File: config.mk
export PLATFORM = sky130hd
export DESIGN_NAME = instr_fetch
export DESIGN_NICKNAME = d
export VERILOG_FILES = /design/src/rtl/instr_fetch_pkg.sv /design/src/rtl/instr_fetch_fifo.sv /design/src/rtl/instr_fetch.sv
export SDC_FILE = /design/constraint.sdc
export NUM_CORES = 1
export LEC_CHECK = 0
export CAP_MARGIN = 5
export CORE_UTILIZATION = 44
export DETAILED_ROUTE_END_ITERATION = 10
export GPL_TIMING_DRIVEN = 0
export PLACE_DENSITY = 0.73
export SLEW_MARGIN = 30
export SYNTH_ARGS = -nofsm -noshare
export SYNTH_HDL_FRONTEND = slang
export SYNTH_SLANG_ARGS = --single-unit
export TNS_END_PERCENT = 1
File: constraint.sdc
create_clock -name clk -period 8.1 [get_ports clk]
set_input_delay 1.62 -clock clk [delete_from_list [all_inputs] [get_ports clk]]
set_output_delay 1.62 -clock clk [all_outputs]
set_load 0.05 [all_outputs]
File: src/rtl/instr_fetch_pkg.sv
// Shared types and constants for the instruction fetch stage.
// FETCH_MISALIGN_CHECK_EN adds a misaligned flag to each buffered fetch entry.
package instr_fetch_pkg;

    localparam int unsigned REG_WIDTH   = 32;
    localparam int unsigned INSTR_WIDTH = 32;
    localparam logic [INSTR_WIDTH-1:0] NOP_INSTR = 32'h0000_0013;

    typedef enum logic [1:0] {
        REQ   = 2'd0,
        WAIT  = 2'd1,
        DRAIN = 2'd2
    } fetch_state_e;

    typedef struct packed {
        logic [REG_WIDTH-1:0]   pc;
        logic [INSTR_WIDTH-1:0] instr;
`ifdef FETCH_MISALIGN_CHECK_EN
        logic                   misaligned;
`endif
    } fetch_entry_t;

endpackage

File: src/rtl/instr_fetch_fifo.sv
// Synchronous FIFO of fetch entries; flush wins over push, a pop while empty is ignored.
// Push while full is accepted only when a pop frees the slot in the same cycle.
module instr_fetch_fifo
    import instr_fetch_pkg::*;
#(
    parameter int unsigned DEPTH = 2
) (
    input  logic                     clk,
    input  logic                     rst,
    input  logic                     push_i,
    input  fetch_entry_t             entry_i,
    input  logic                     pop_i,
    input  logic                     flush_i,
    output fetch_entry_t             head_o,
    output logic [$clog2(DEPTH):0]   count_o,
    output logic                     full_o,
    output logic                     empty_o
);

    localparam int unsigned PTR_W = $clog2(DEPTH);
    localparam int unsigned CNT_W = PTR_W + 1;

    fetch_entry_t       mem_q [DEPTH];
    logic [PTR_W-1:0]   wr_ptr_q;
    logic [PTR_W-1:0]   rd_ptr_q;
    logic [CNT_W-1:0]   count_q;
    logic               do_push;
    logic               do_pop;

    assign empty_o = (count_q == '0);
    assign full_o  = (count_q == CNT_W'(DEPTH));
    assign count_o = count_q;
    assign head_o  = mem_q[rd_ptr_q];

    assign do_pop  = pop_i && !empty_o;
    assign do_push = push_i && (!full_o || do_pop);

    always_ff @(posedge clk or posedge rst) begin
        if (rst) begin
            wr_ptr_q <= '0;
            rd_ptr_q <= '0;
            count_q  <= '0;
            for (int i = 0; i < int'(DEPTH); i++) begin
                mem_q[i] <= '0;
            end
        end else if (flush_i) begin
            wr_ptr_q <= '0;
            rd_ptr_q <= '0;
            count_q  <= '0;
        end else begin
            if (do_push) begin
                mem_q[wr_ptr_q] <= entry_i;
                wr_ptr_q        <= wr_ptr_q + 1'b1;
            end
            if (do_pop) begin
                rd_ptr_q <= rd_ptr_q + 1'b1;
            end
            count_q <= count_q + CNT_W'(do_push) - CNT_W'(do_pop);
        end
    end

    // The fetch space check must make an unabsorbed push into a full buffer impossible.
    overflow_a: assert property (@(posedge clk) disable iff (rst)
        !(push_i && !flush_i && full_o && !pop_i));

endmodule

File: src/rtl/instr_fetch.sv
// Fetch stage: one outstanding imem request, PC update, redirect/flush, instruction buffer.
// FETCH_MISALIGN_CHECK_EN turns a misaligned PC into a flagged NOP instead of a memory request.
module instr_fetch
    import instr_fetch_pkg::*;
#(
    parameter int unsigned FIFO_DEPTH  = 2,
    parameter int unsigned INSTR_BYTES = 4
) (
    input  logic                   clk,
    input  logic                   rst,
    input  logic [REG_WIDTH-1:0]   i_pc,
    output logic                   o_pc_we,
    output logic [REG_WIDTH-1:0]   o_pc_wdata,
    output logic                   o_imem_req_valid,
    output logic [REG_WIDTH-1:0]   o_imem_req_addr,
    input  logic                   i_imem_req_ready,
    input  logic                   i_imem_rsp_valid,
    input  logic [INSTR_WIDTH-1:0] i_imem_rsp_data,
    input  logic                   i_redirect_valid,
    input  logic [REG_WIDTH-1:0]   i_redirect_pc,
    output logic                   o_instr_valid,
    output logic [INSTR_WIDTH-1:0] o_instr,
    output logic [REG_WIDTH-1:0]   o_instr_pc,
    input  logic                   i_instr_ready
`ifdef FETCH_MISALIGN_CHECK_EN
    ,
    output logic                   o_instr_misaligned
`endif
);

    localparam logic [1:0] ST_REQ   = REQ;
    localparam logic [1:0] ST_WAIT  = WAIT;
    localparam logic [1:0] ST_DRAIN = DRAIN;
    localparam int unsigned CNT_W   = $clog2(FIFO_DEPTH) + 1;

    logic [1:0]             state_q, state_d;
    logic [REG_WIDTH-1:0]   req_pc_q, req_pc_d;
    logic                   req_valid;
    logic                   pc_we;
    logic [REG_WIDTH-1:0]   pc_wdata;
    logic                   has_space;
    logic                   fifo_push;
    logic                   fifo_pop;
    logic                   fifo_full;
    logic                   fifo_empty;
    logic [CNT_W-1:0]       fifo_count;
    fetch_entry_t           push_entry;
    fetch_entry_t           head;
`ifdef FETCH_MISALIGN_CHECK_EN
    logic                   mis_hold_q, mis_hold_d;
`endif

    assign has_space = (fifo_count < CNT_W'(FIFO_DEPTH));
    assign fifo_pop  = i_instr_ready && !fifo_empty;

    always_ff @(posedge clk or posedge rst) begin
        if (rst) begin
            state_q  <= ST_REQ;
            req_pc_q <= '0;
        end else begin
            state_q  <= state_d;
            req_pc_q <= req_pc_d;
        end
    end

`ifdef FETCH_MISALIGN_CHECK_EN
    always_ff @(posedge clk or posedge rst) begin
        if (rst) begin
            mis_hold_q <= 1'b0;
        end else begin
            mis_hold_q <= mis_hold_d;
        end
    end
`endif

    // Next state, PC write and buffer push; a redirect overrides everything else.
    always_comb begin
        state_d    = state_q;
        req_pc_d   = req_pc_q;
        req_valid  = 1'b0;
        pc_we      = 1'b0;
        pc_wdata   = '0;
        fifo_push  = 1'b0;
        push_entry = '0;
`ifdef FETCH_MISALIGN_CHECK_EN
        mis_hold_d = mis_hold_q;
`endif
        if (i_redirect_valid) begin
            pc_we    = 1'b1;
            pc_wdata = i_redirect_pc;
`ifdef FETCH_MISALIGN_CHECK_EN
            mis_hold_d = 1'b0;
`endif
            // An in-flight request must still have its response swallowed.
            if ((state_q == ST_WAIT || state_q == ST_DRAIN) && !i_imem_rsp_valid) begin
                state_d = ST_DRAIN;
            end else begin
                state_d = ST_REQ;
            end
        end else begin
            case (state_q)
                ST_REQ: begin
`ifdef FETCH_MISALIGN_CHECK_EN
                    if (i_pc[1:0] != 2'b00) begin
                        if (!mis_hold_q && has_space) begin
                            fifo_push             = 1'b1;
                            push_entry.pc         = i_pc;
                            push_entry.instr      = NOP_INSTR;
                            push_entry.misaligned = 1'b1;
                            mis_hold_d            = 1'b1;
                        end
                    end else
`endif
                    begin
                        req_valid = has_space;
                        if (has_space && i_imem_req_ready) begin
                            pc_we    = 1'b1;
                            pc_wdata = i_pc + REG_WIDTH'(INSTR_BYTES);
                            req_pc_d = i_pc;
                            state_d  = ST_WAIT;
                        end
                    end
                end
                ST_WAIT: begin
                    if (i_imem_rsp_valid) begin
                        fifo_push        = 1'b1;
                        push_entry.pc    = req_pc_q;
                        push_entry.instr = i_imem_rsp_data;
                        state_d          = ST_REQ;
                    end
                end
                ST_DRAIN: begin
                    if (i_imem_rsp_valid) begin
                        state_d = ST_REQ;
                    end
                end
                default: begin
                    state_d = ST_REQ;
                end
            endcase
        end
    end

    assign o_imem_req_valid = req_valid && !rst;
    assign o_imem_req_addr  = i_pc;
    assign o_pc_we          = pc_we && !rst;
    assign o_pc_wdata       = rst ? '0 : pc_wdata;
    assign o_instr_valid    = !fifo_empty;
    assign o_instr          = head.instr;
    assign o_instr_pc       = head.pc;
`ifdef FETCH_MISALIGN_CHECK_EN
    assign o_instr_misaligned = head.misaligned;
`endif

    instr_fetch_fifo #(
        .DEPTH (FIFO_DEPTH)
    ) u_fifo (
        .clk     (clk),
        .rst     (rst),
        .push_i  (fifo_push),
        .entry_i (push_entry),
        .pop_i   (fifo_pop),
        .flush_i (i_redirect_valid),
        .head_o  (head),
        .count_o (fifo_count),
        .full_o  (fifo_full),
        .empty_o (fifo_empty)
    );

    // The full flag and the occupancy count must always agree.
    full_count_a: assert property (@(posedge clk) disable iff (rst)
        fifo_full == (fifo_count == CNT_W'(FIFO_DEPTH)));

endmodule

==> results.sh <==
export IMPL_post_cts_resized=0
export IMPL_coreArea_mm2=0.01871
export IMPL_cts_tree="yes"
export IMPL_nets=1092
export IMPL_synth_ff_type="dfrtp_1"
export IMPL_clk_pin_slew_ns=0.06
export IMPL_ys_seq_area_frac=0.4960
export IMPL_wl_per_cell_um=17.15
export IMPL_root_buffer="clkbuf_16"
export IMPL_rsz0062_at_grt="no"
export IMPL_synthesis_area_mm2=0.008374
export IMPL_drive_above_1_share=0.2886
export IMPL_synth_area_top_cells="dfrtp_1 50%, mux2_2 26%, nand2_1 5.5%"
export IMPL_fin_crit_sh=0.8108
export IMPL_numCtsBuffers=17
export IMPL_hold_ws_ns=0.4842
export IMPL_fin_skew_ns=0.005479
export IMPL_post_place_ws_ns=1.565
export IMPL_fmaxAchievable_ghz=0.1523
export IMPL_areaGrowthSynthToFinish_pct=40.48
export IMPL_cts_buffer_depth=2
export IMPL_finalNonFillerCells=1232
export IMPL_worstPathArrival_ns=4.95
export IMPL_clock_latency_ns=0.42
export IMPL_status="completed"
export IMPL_synth_avg_cell_area_um2=11.46
export IMPL_synth_async_reset_ratio=1.000
export IMPL_grt_max_degree=31
export IMPL_crit_required_ns=6.48
export IMPL_slowest_stage="clkdlybuf4s50_1"
export IMPL_final_area_mm2=0.01176
export IMPL_worst_pin_slew_ns=0.9063
export IMPL_startpoint_type="input pin"
export IMPL_post_dp_cell_area_mm2=0.01110
export IMPL_crit_chain="clkdlybuf4s50_1 -> ha_1 -> nand4_4 -> or4_4 -> buf_6 -> or4_1 -> nand3_1 -> clkdlybuf4s50_1"
export IMPL_yosys_area_top_type="dfrtp_1"
export IMPL_syn_inst=731
export IMPL_die_height_um=140.0
export IMPL_grt_pass1_vias=6592
export IMPL_power_density_mw_per_mm2=375.2
export IMPL_antenna_cells=0
export IMPL_antenna_left=0
export IMPL_io_pins=233
export IMPL_vias_per_cell=5.192
export IMPL_grt_total_usage=0.2232
export IMPL_cpPeakStageDelay_ns=0.81
export IMPL_drc=0
export IMPL_finalHoldViolCount=0
export IMPL_synth_ff_latch_count=166
export IMPL_syn_num_nets=838
export IMPL_die_x_um=140.0
export IMPL_drt_initial_drc_count=232
export IMPL_dieArea_mm2=0.01959
export IMPL_rows=50
export IMPL_post_cts_setup_buffers=0
export IMPL_path_class="input pin to output pin"
export IMPL_path_max_fanout=10
export IMPL_hp_class="flop to flop"
export IMPL_totalWireLength_mm=21.12
export IMPL_slew_headroom=0.3902
export IMPL_finalCriticalPeriod_ns=6.568
export IMPL_overflow=0
export IMPL_cpMostUsedCell="clkdlybuf4s50_1"
export IMPL_place_congestion=0.8251
export IMPL_synth_distinct_cells=48
export IMPL_start_util=0.4477
export IMPL_setup_viol=0
export IMPL_synth_edf_count=0
export IMPL_grt_pass1_wl_mm=34.12
export IMPL_first_pass_iters=4
export IMPL_dp_cells=1200
export IMPL_yosysWarnings=0
export IMPL_h_tree_depth=4
export IMPL_antenna_found_initial=0
export IMPL_finalMaxSlewViolations=0
export IMPL_p_leak_nw=5.256
export IMPL_synth_top_area_share=0.4960
export IMPL_fill_cells=1549
export IMPL_maxCapViolations=0
export IMPL_yosysMostFrequentCell="mux2_2"
export IMPL_cts_sinks=166
export IMPL_dr_total_vias=6396
export IMPL_synthTopCellsByCount="192 x mux2_2, 166 x dfrtp_1, 122 x nand2_1, 32 x buf_4, 23 x clkbuf_1"
export IMPL_place_detailed_hpwl_mm=15.61
export IMPL_worst_slack_ns=1.532
export IMPL_io_buffers=229
export IMPL_setup_tns_ns=0
export IMPL_total_power_mw=4.414
export IMPL_end_kind="output pin"
export IMPL_fin_util=0.6289
export IMPL_vdd_drop_max_mv=0.1783
export IMPL_hold_buffers=0
cell type report:
class	count	area [um2]	share of cell area
flip-flops and latches	166	4154	0.3531
multi-input cells	482	3765	0.3200
clock buffers	20	466.7	0.03967
clock inverters	12	198.9	0.01691
plain buffers	73	417.9	0.03552
inverters	10	41.29	0.003510
repair buffers	235	2427	0.2063
well taps	234	292.8	0.02489
worst max-delay path, delay by kind of cell:
kind                       cells  cell delay (ns)
adders and majority gates      1             0.35
buffers and inverters          3             1.60
and+or+nand+nor                4             1.37
layer usage:
metal / part of all wire / global-route usage / vias to the layer above
met5: 0 / 0 / -
met4: 0.016 / 0.07519 / 0
met3: 0.047 / 0.04444 / 24
met2: 0.50 / 0.3811 / 180
met1: 0.44 / 0.2832 / 3127
li1: - / - / 3065
cell usage in the layout (no fill, tap or decap), types with 4 or more instances in the layout:
cell type	count
bufinv_16	5
clkbuf_16	17
buf_4	32
inv_1	9
nand4_1	6
nor4_1	8
a221o_1	4
a22oi_1	4
buf_12	4
o21ai_0	16
mux2_2	192
buf_1	4
clkbuf_1	23
nand2_1	122
nor3_1	13
or4_1	5
a21oi_1	7
o211ai_1	6
buf_2	13
nand3_1	19
dfrtp_1	166
nor2_1	17
ha_1	5
xnor2_1	12
clkdlybuf4s50_1	229
registers in the layout (all words and copies together), names as in the netlist:
register         flops
u_fifo.mem_q       128
u_fifo.rd_ptr_q      1
u_fifo.wr_ptr_q      1
state_q              2
req_pc_q            32
u_fifo.count_o       2
report_power, final:
| group | total, mW | internal [mW] | switching (mW) |
|---|---|---|---|
| logic | 2.17 | 0.880 | 1.29 |
| clock network | 0.897 | 0.572 | 0.325 |
| registers | 1.35 | 1.16 | 0.187 |
| total | 4.41 | 2.61 | 1.80 |
final timing paths:
| check | from | to | slack (ns) | cells after the start |
|---|---|---|---|---|
| worst min-delay path | state_q[1] | state_q[1] | 0.48 | 1 |
| worst max register to register | state_q[1] | u_fifo.mem_q[110] | 5.70 | 7 |
| worst min register to register | state_q[1] | state_q[1] | 0.48 | 1 |
| min in group asynchronous | rst | u_fifo.mem_q[49] | 1.44 | 2 |
| max in group asynchronous | rst | u_fifo.mem_q[91] | 5.96 | 4 |
| worst max-delay path | i_pc[2] | o_pc_wdata[26] | 1.53 | 8 |
kinds of logic after synthesis:
group,after synthesis,synth area share
buffers and inverters,83,0.05438
AO/OA/AOI/OAI,53,0.04423
AND/OR/NAND/NOR,217,0.1240
multiplexers,192,0.2582
XOR/XNOR,15,0.01569
flip-flops,166,0.4960
adder cells (fa/ha/maj),5,0.007470
(Power assumes the default switching activity.)
